==> src/rtl/rf_wr_arbiter.sv <==
// Register-file write-port arbiter. Two writeback sources share one write path.
// Sources: req0 is the ALU writeback and req1 is the load writeback.
// Arbitration is round-robin with a zero-latency accept.
// Writes to R0 are dropped, and a halt input blocks all grants.
module rf_wr_arbiter #(
  parameter int unsigned DATA_W  = 16,
  parameter int unsigned ADDR_W  = 3,
  parameter int unsigned ZERO_R0 = 1
) (
  input  logic                    clk,
  input  logic                    rst,
  input  logic                    halt,
  input  logic                    req0_valid,
  input  logic [ADDR_W-1:0]       req0_addr,
  input  logic [DATA_W-1:0]       req0_data,
  output logic                    req0_ready,
  input  logic                    req1_valid,
  input  logic [ADDR_W-1:0]       req1_addr,
  input  logic [DATA_W-1:0]       req1_data,
  output logic                    req1_ready,
  output logic [(2**ADDR_W)-1:0]  rf_we,
  output logic [DATA_W-1:0]       rf_wdata,
  output logic                    wr_busy,
  output logic [15:0]             wr_count
);

  localparam int unsigned NREG  = 2**ADDR_W;
  localparam int unsigned CNT_W = 16;

  // 1 means req1 was granted last, so req0 wins the next tie.
  logic              last_grant;
  logic              grant0;
  logic              grant1;
  logic [ADDR_W-1:0] sel_addr;
  logic [DATA_W-1:0] sel_data;
  logic [NREG-1:0]   we_next;

  // Grant decision: halt and reset block everything, ties go to the source not granted last
  always_comb begin
    grant0 = 1'b0;
    grant1 = 1'b0;
    if (!rst && !halt) begin
      if (req0_valid && (!req1_valid || last_grant)) begin
        grant0 = 1'b1;
      end else if (req1_valid) begin
        grant1 = 1'b1;
      end
    end
  end

  assign req0_ready = grant0;
  assign req1_ready = grant1;

  // Mux the winner's payload and build the one-hot enable, suppressing R0
  always_comb begin
    sel_addr = req0_addr;
    sel_data = req0_data;
    we_next  = '0;
    if (grant1) begin
      sel_addr = req1_addr;
      sel_data = req1_data;
    end
    if (grant0 || grant1) begin
      if (!((ZERO_R0 != 0) && (sel_addr == '0))) begin
        we_next[sel_addr] = 1'b1;
      end
    end
  end

  // Register the write-port outputs, the round-robin pointer and the commit counter
  always_ff @(posedge clk) begin
    if (rst) begin
      rf_we      <= '0;
      rf_wdata   <= '0;
      wr_busy    <= 1'b0;
      wr_count   <= '0;
      last_grant <= 1'b1;
    end else begin
      rf_we   <= we_next;
      wr_busy <= |we_next;
      if (grant0 || grant1) begin
        rf_wdata   <= sel_data;
        last_grant <= grant1;
      end
      // The count already includes the write that rf_we is presenting this cycle.
      if (|we_next) begin
        wr_count <= wr_count + CNT_W'(1);
      end
    end
  end

endmodule

==> config.mk <==
export PLATFORM = sky130hd
export DESIGN_NAME = rf_wr_arbiter
export DESIGN_NICKNAME = d
export VERILOG_FILES = /design/src/rtl/rf_wr_arbiter.sv
export SDC_FILE = /design/constraint.sdc
export NUM_CORES = 1
export LEC_CHECK = 0
export CELL_PAD_IN_SITES_DETAIL_PLACEMENT = 1
export CELL_PAD_IN_SITES_GLOBAL_PLACEMENT = 2
export CORE_MARGIN = 5
export CORE_UTILIZATION = 22
export CTS_BUF_LIST = sky130_fd_sc_hd__clkbuf_8 sky130_fd_sc_hd__clkbuf_16
export DETAILED_ROUTE_END_ITERATION = 8
export PLACE_DENSITY_LB_ADDON = 0.08
export SYNTH_ARGS = -nofsm -noshare
export SYNTH_HDL_FRONTEND = slang
export SYNTH_SLANG_ARGS = --single-unit
==> constraint.sdc <==
create_clock -name clk -period 1.78 [get_ports clk]
set_input_delay 0.267 -clock clk [delete_from_list [all_inputs] [get_ports clk]]
set_output_delay 0.267 -clock clk [all_outputs]
set_load 0.01 [all_outputs]
# Word level (Yosys, flattened, before mapping)

Cells that the tools add are included.

Register bits after elaboration: 42
Bits of input ports: 43
Output and inout bits: 43
Word-level logic and storage cells: 29

$add $sub $neg: 1
Magnitude comparators: 2
Multiplexer cells: 11
Reduce and logical (&&, ||, !) cells: 10

Operators by type and width:

| kind                                                        | number |
|---|---|
| adder 16 x 1 -> 16 bit (second input constant)              | 1 |
| 2-to-1 mux 16 bit                                           | 1 |
| 2-to-1 mux 8 bit                                            | 2 |
| OR reduction 8 bit                                          | 1 |
| 2-to-1 mux 1 bit                                            | 6 |
| less-than comparator 3 x 4 -> 1 bit (second input constant) | 1 |
| demux 1 bit (select 3 bit)                                  | 1 |
| >= comparator 3 x 1 -> 1 bit (second input constant)        | 1 |
| logical AND 1 bit                                           | 3 |
| logical NOT 1 bit                                           | 3 |
| logical NOT 3 bit                                           | 1 |
| 2-to-1 mux 3 bit                                            | 1 |
| logical OR 1 bit                                            | 2 |

# Depth between registers and ports, before layout

Word-level depth: 13
Gate-level depth with buffers: 8
Gate-level depth less buffers: 6

# Worst setup path after synthesis

Ideal clock, no wire load.

Path kind: input-to-reg
Start point: in rst
End point: reg wr_count[14]
Setup time: 0.071 ns
Data arrival time: 1.468 ns
Path slack: 0.242 ns
Cell stages on the path: 7
Buffers on the path: 2
Path through: buf_6 nor2_8 o21a_1 buf_6 nand3_4 or4_1 a21oi_1

Cells in the longest elaborated chain, start to end: 11
Elaborated cells between the ends (all ways): 15
Classes of those cells: order compare: 2; mux: 7; reduce/logical: 6

Ends and longest elaborated chain:

| element                                                                                                          | line | source |
|---|---|---|
| start, declared                                                                                                  | 11   | `input logic rst,` |
| logical NOT 1 bit                                                                                                | 42   | `if (!rst && !halt) begin` |
| logical AND 1 bit                                                                                                | 42   |  |
| 2-to-1 mux 1 bit                                                                                                 | 42   |  |
| 2-to-1 mux 3 bit                                                                                                 | 59   | `if (grant1) begin` |
| less-than comparator 3 x 4 -> 1 bit (not written as such) / >= comparator 3 x 1 -> 1 bit (equally long branches) | 65   | `we_next[sel_addr] = 1'b1;` |
| logical AND 1 bit (not written as such)                                                                          | 65   |  |
| 2-to-1 mux 1 bit (not written as such)                                                                           | 65   |  |
| demux 1 bit (select 3 bit)                                                                                       | 65   |  |
| 2-to-1 mux 8 bit                                                                                                 | 64   | `if (!((ZERO_R0 != 0) && (sel_addr == '0))) begin` |
| 2-to-1 mux 8 bit                                                                                                 | 63   | `if (grant0 \|\| grant1) begin` |
| OR reduction 8 bit                                                                                               | 86   | `if (\|we_next) begin` |
| end signal, assigned                                                                                             | 87   | `wr_count <= wr_count + CNT_W'(1);` |
| end, declared                                                                                                    | 24   | `output logic [15:0] wr_count` |

Parallel ways exist; a longest one is shown, timed or not.
A chain may end at the register's enable or synchronous reset.

# Worst setup path in the final report

Start point: in req0_addr[0]
End point: reg wr_count[4]

Cells in the longest elaborated chain, start to end: 8
Elaborated cells between the ends (all ways): 10
Classes of those cells: order compare: 2; mux: 5; reduce/logical: 3

Ends and longest elaborated chain:

| element                                                                                                          | line | source |
|---|---|---|
| start, declared                                                                                                  | 14   | `input logic [ADDR_W-1:0] req0_addr,` |
| 2-to-1 mux 3 bit *                                                                                               | 59   |  |
| less-than comparator 3 x 4 -> 1 bit (not written as such) / >= comparator 3 x 1 -> 1 bit (equally long branches) | 65   |  |
| logical AND 1 bit (not written as such)                                                                          | 65   |  |
| 2-to-1 mux 1 bit (not written as such)                                                                           | 65   |  |
| demux 1 bit (select 3 bit)                                                                                       | 65   |  |
| 2-to-1 mux 8 bit *                                                                                               | 64   |  |
| 2-to-1 mux 8 bit *                                                                                               | 63   |  |
| OR reduction 8 bit *                                                                                             | 86   |  |

Every way passes the cells marked *; elsewhere a longest branch is shown, timed or not.

==> results.yml <==
run_status:
  status: "finished, final reports clean"
floorplan:
  rows: 33
  dieArea_um2: 10400
  die_x_um: 102
  io_pins: 86
  core_um2: 8260
  initial_core_util_pct: 22.6
  die_h_um: 102
power_and_ir_drop:
  switching_power_mw: 0.503
  p_clk_share_pct: 35.4
  p_seq_share_pct: 47.8
  switching_share_pct: 24.3
  cell_internal_pwr_mw: 1.57
  leakagePower_nw: 1.19
  vdd_drop_max_mv: 0.259
  combPwrFrac_pct: 16.8
  power_density_nw_per_um2: 657
route:
  antenna_left: 0
  wl_um: 6350
  avgViaCountPerCell: 4.60
  drc: 0
  wire_per_inst_um: 14.4
  via_count: 2029
  first_pass_iters: 4
  drt_iter0_drc: 54
layout:
  nets: 378
  syn2layout_area_growth_pct: 68.5
  postLayoutCoreUtil_pct: 38.1
  drive_gt1_share_pct: 14.3
timing:
  relSlewSlack_pct: 65.0
  final_max_slew_viol_count: 0
  finalCritPeriodShare_pct: 94.4
  rsz0062_at_grt: "no"
  setup_viol: 0
  fin_skew_ps: 2.10
  setup_tns_ps: 0
  tightest_slew_ps: 520
  clock.fmax_mhz: 595
  period_needed_ps: 1680
  finalHoldViolations: 0
setup_path:
  criticalPathCategory: "input port to register"
  critical-path-top-delay-family: "compound AO/OA/AOI/OAI gates"
  path_cells: "clkdlybuf4s50_1 > or3_1 > a31o_2 > nand3_4 > inv_4 > a311oi_2 > a41o_1"
  slowest_delay_ps: 420
  required_ps: 2020
  crit_fanout: 8
  worst-path-buf-inv: 2
  arrival_ps: 1920
  slowest_stage: "clkdlybuf4s50_1"
  start_kind: "input port"
  endpoint_kind: "register"
global_routing:
  antenna_found_initial: 1
  grt_pass1_wl_um: 10800
  grt_use_total_pct: 13.0
  grt_pass1_vias: 2180
  gr-total-overflow: 0
  grt_max_degree: 35
clock_network:
  hold_buffers: 0
  cts_tree: "built"
  cts.sinks: 42
  path_clk_slew_ps: 80
  cts.path.max_buffers: 2
  h-tree-depth: 2
  cts_buffers: 5
  clock_latency_ps: 290
  root_buffer: "clkbuf_8"
synth:
  ys_seq_area_share_pct: 45.0
  mappedNetlistArea_um2: 1870
  ys_ff_latch: 42
  synth.avg_cell_area_um2: 8.35
  synth_top_flop_cell: "dfxtp_1"
  syn_nets: 268
  synth_edf_count: 0
  yosysWarnings: 0
  syn_inst: 224
  synthArstFlopShare_pct: 0
  synthDistinctLibCells: 39
run:
  max_cap_viol_count: 0
placement:
  port_buffers: 85
  gp_congestion: 0.704
  hpwl_um: 4900
min_path:
  holdCritPathClass: "register to register"
==> area by class of cell <==
| type | instances | area (um2) |
|---|---|---|
| flip-flops and latches | 42 | 842 |
| well taps | 105 | 131 |
| clock buffers | 8 | 110 |
| fillers | 1001 | 5110 |
| repair buffers | 115 | 1080 |
| multi-input cells | 163 | 958 |
| diodes | 1 | 2.50 |
| inverters | 7 | 28.8 |
==> synthesized netlist by cell type, types with 2 or more instances <==
master / n / area [um2]
a21oi_1: 8 / 40.0
a311oi_1: 17 / 149
a31oi_1: 3 / 18.8
and3_1: 2 / 12.5
buf_2: 2 / 10.0
buf_6: 2 / 22.5
clkbuf_1: 8 / 30.0
dfxtp_1: 42 / 841
inv_1: 5 / 18.8
mux2i_1: 3 / 30.0
nand2_1: 41 / 154
nand2b_1: 5 / 31.3
nand3_1: 4 / 20.0
nand4_1: 10 / 62.6
nor2_1: 28 / 105
nor3_1: 6 / 30.0
nor3b_1: 2 / 15.0
o21ai_0: 5 / 25.0
o31ai_1: 4 / 30.0
or3_1: 4 / 25.0
or4_1: 3 / 22.5
xor2_1: 3 / 26.3
==> worst reg2reg max path: stages, from the launching register on <==
cell     delay (ps)
dfxtp_1         410
ha_1            200
and2_1          270
nand2_1         100
or4_1           410
a21oi_1         150
==> power groups by stage <==
stage	logic, mW	registers (mW)	clock network, mW
6_report	0.347	0.989	0.732
5_1_grt	0.382	0.995	0.811
4_1_cts	0.350	0.990	0.779
3_5_place_dp	0.352	1.01	0
3_3_place_gp	0.351	1.01	0
2_1_floorplan	0.115	1.02	0
==> cell usage in the layout (no fill, tap or decap), types with 6 or more instances in the layout <==
| master | netlist | layout |
|---|---|---|
| nor3_1 | 6 | 6 |
| nand4_1 | 10 | 10 |
| buf_4 | 0 | 30 |
| nor2_1 | 28 | 27 |
| a311oi_1 | 17 | 16 |
| clkdlybuf4s50_1 | 0 | 79 |
| dfxtp_1 | 42 | 41 |
| clkbuf_8 | 0 | 8 |
| nand2_1 | 41 | 40 |
| a21oi_1 | 8 | 8 |
==> kinds of logic after synthesis <==
logic type / after synthesis / share of synthesized area, %
AND/OR/NAND/NOR: 112 / 29.6
AO/OA/AOI/OAI: 42 / 16.3
flip-flops: 42 / 45.0
buffers and inverters: 19 / 4.75
XOR/XNOR: 4 / 1.87
multiplexers: 3 / 1.61
adder cells (fa/ha/maj): 1 / 0.669
other: 1 / 0.201
==> through the flow <==
step                power (mW)  instances  cell area (um2)  setup slack [ps]  hold WS, ps
finish                    2.07        441             3150              99.0          495
floorplan                 1.14        224             1870               242          426
detailed placement        1.36        430             3000              -395          489
global placement          1.36        430             3000              -366          481
global route              2.19        440             3150              14.0          529
CTS                       2.12        438             3110              42.7          501
==> sequential cells by signal, summed over array words and instances (netlist names) <==
| name | cells |
|---|---|
| rf_wdata | 16 |
| wr_count | 16 |
| rf_we | 8 |
| last_grant | 1 |
| wr_busy | 1 |
==> final timing paths <==
path                startpoint            to  slack, ps  cells after the start
hold / removal    wr_count[15]  wr_count[15]        490                      2
setup / recovery  req0_addr[0]   wr_count[4]        100                      7
setup reg to reg   wr_count[0]  wr_count[14]        180                      5
hold reg to reg   wr_count[15]  wr_count[15]        490                      2
==> metal layers <==
layer / part of all wire (%) / vias to the layer above / global-route usage [%] / wire, um
met1: 44 / 953 / 16.2 / 2800
met5: 0 / - / 0 / 0
met2: 46 / 53 / 20.9 / 2940
li1: - / 1018 / - / -
met4: 1.1 / 0 / 3.33 / 68
met3: 8.4 / 5 / 5.60 / 532
==> repair_timing <==
action / 4_1_cts / 5_1_grt
endpoints found under the setup margin: 8 / 8
pin swaps: 0 / 3
gates cloned: 0 / 0
resized for setup: 5 / 9
setup buffers: 0 / 2
No activity file was read; power rests on OpenSTA's default activity.
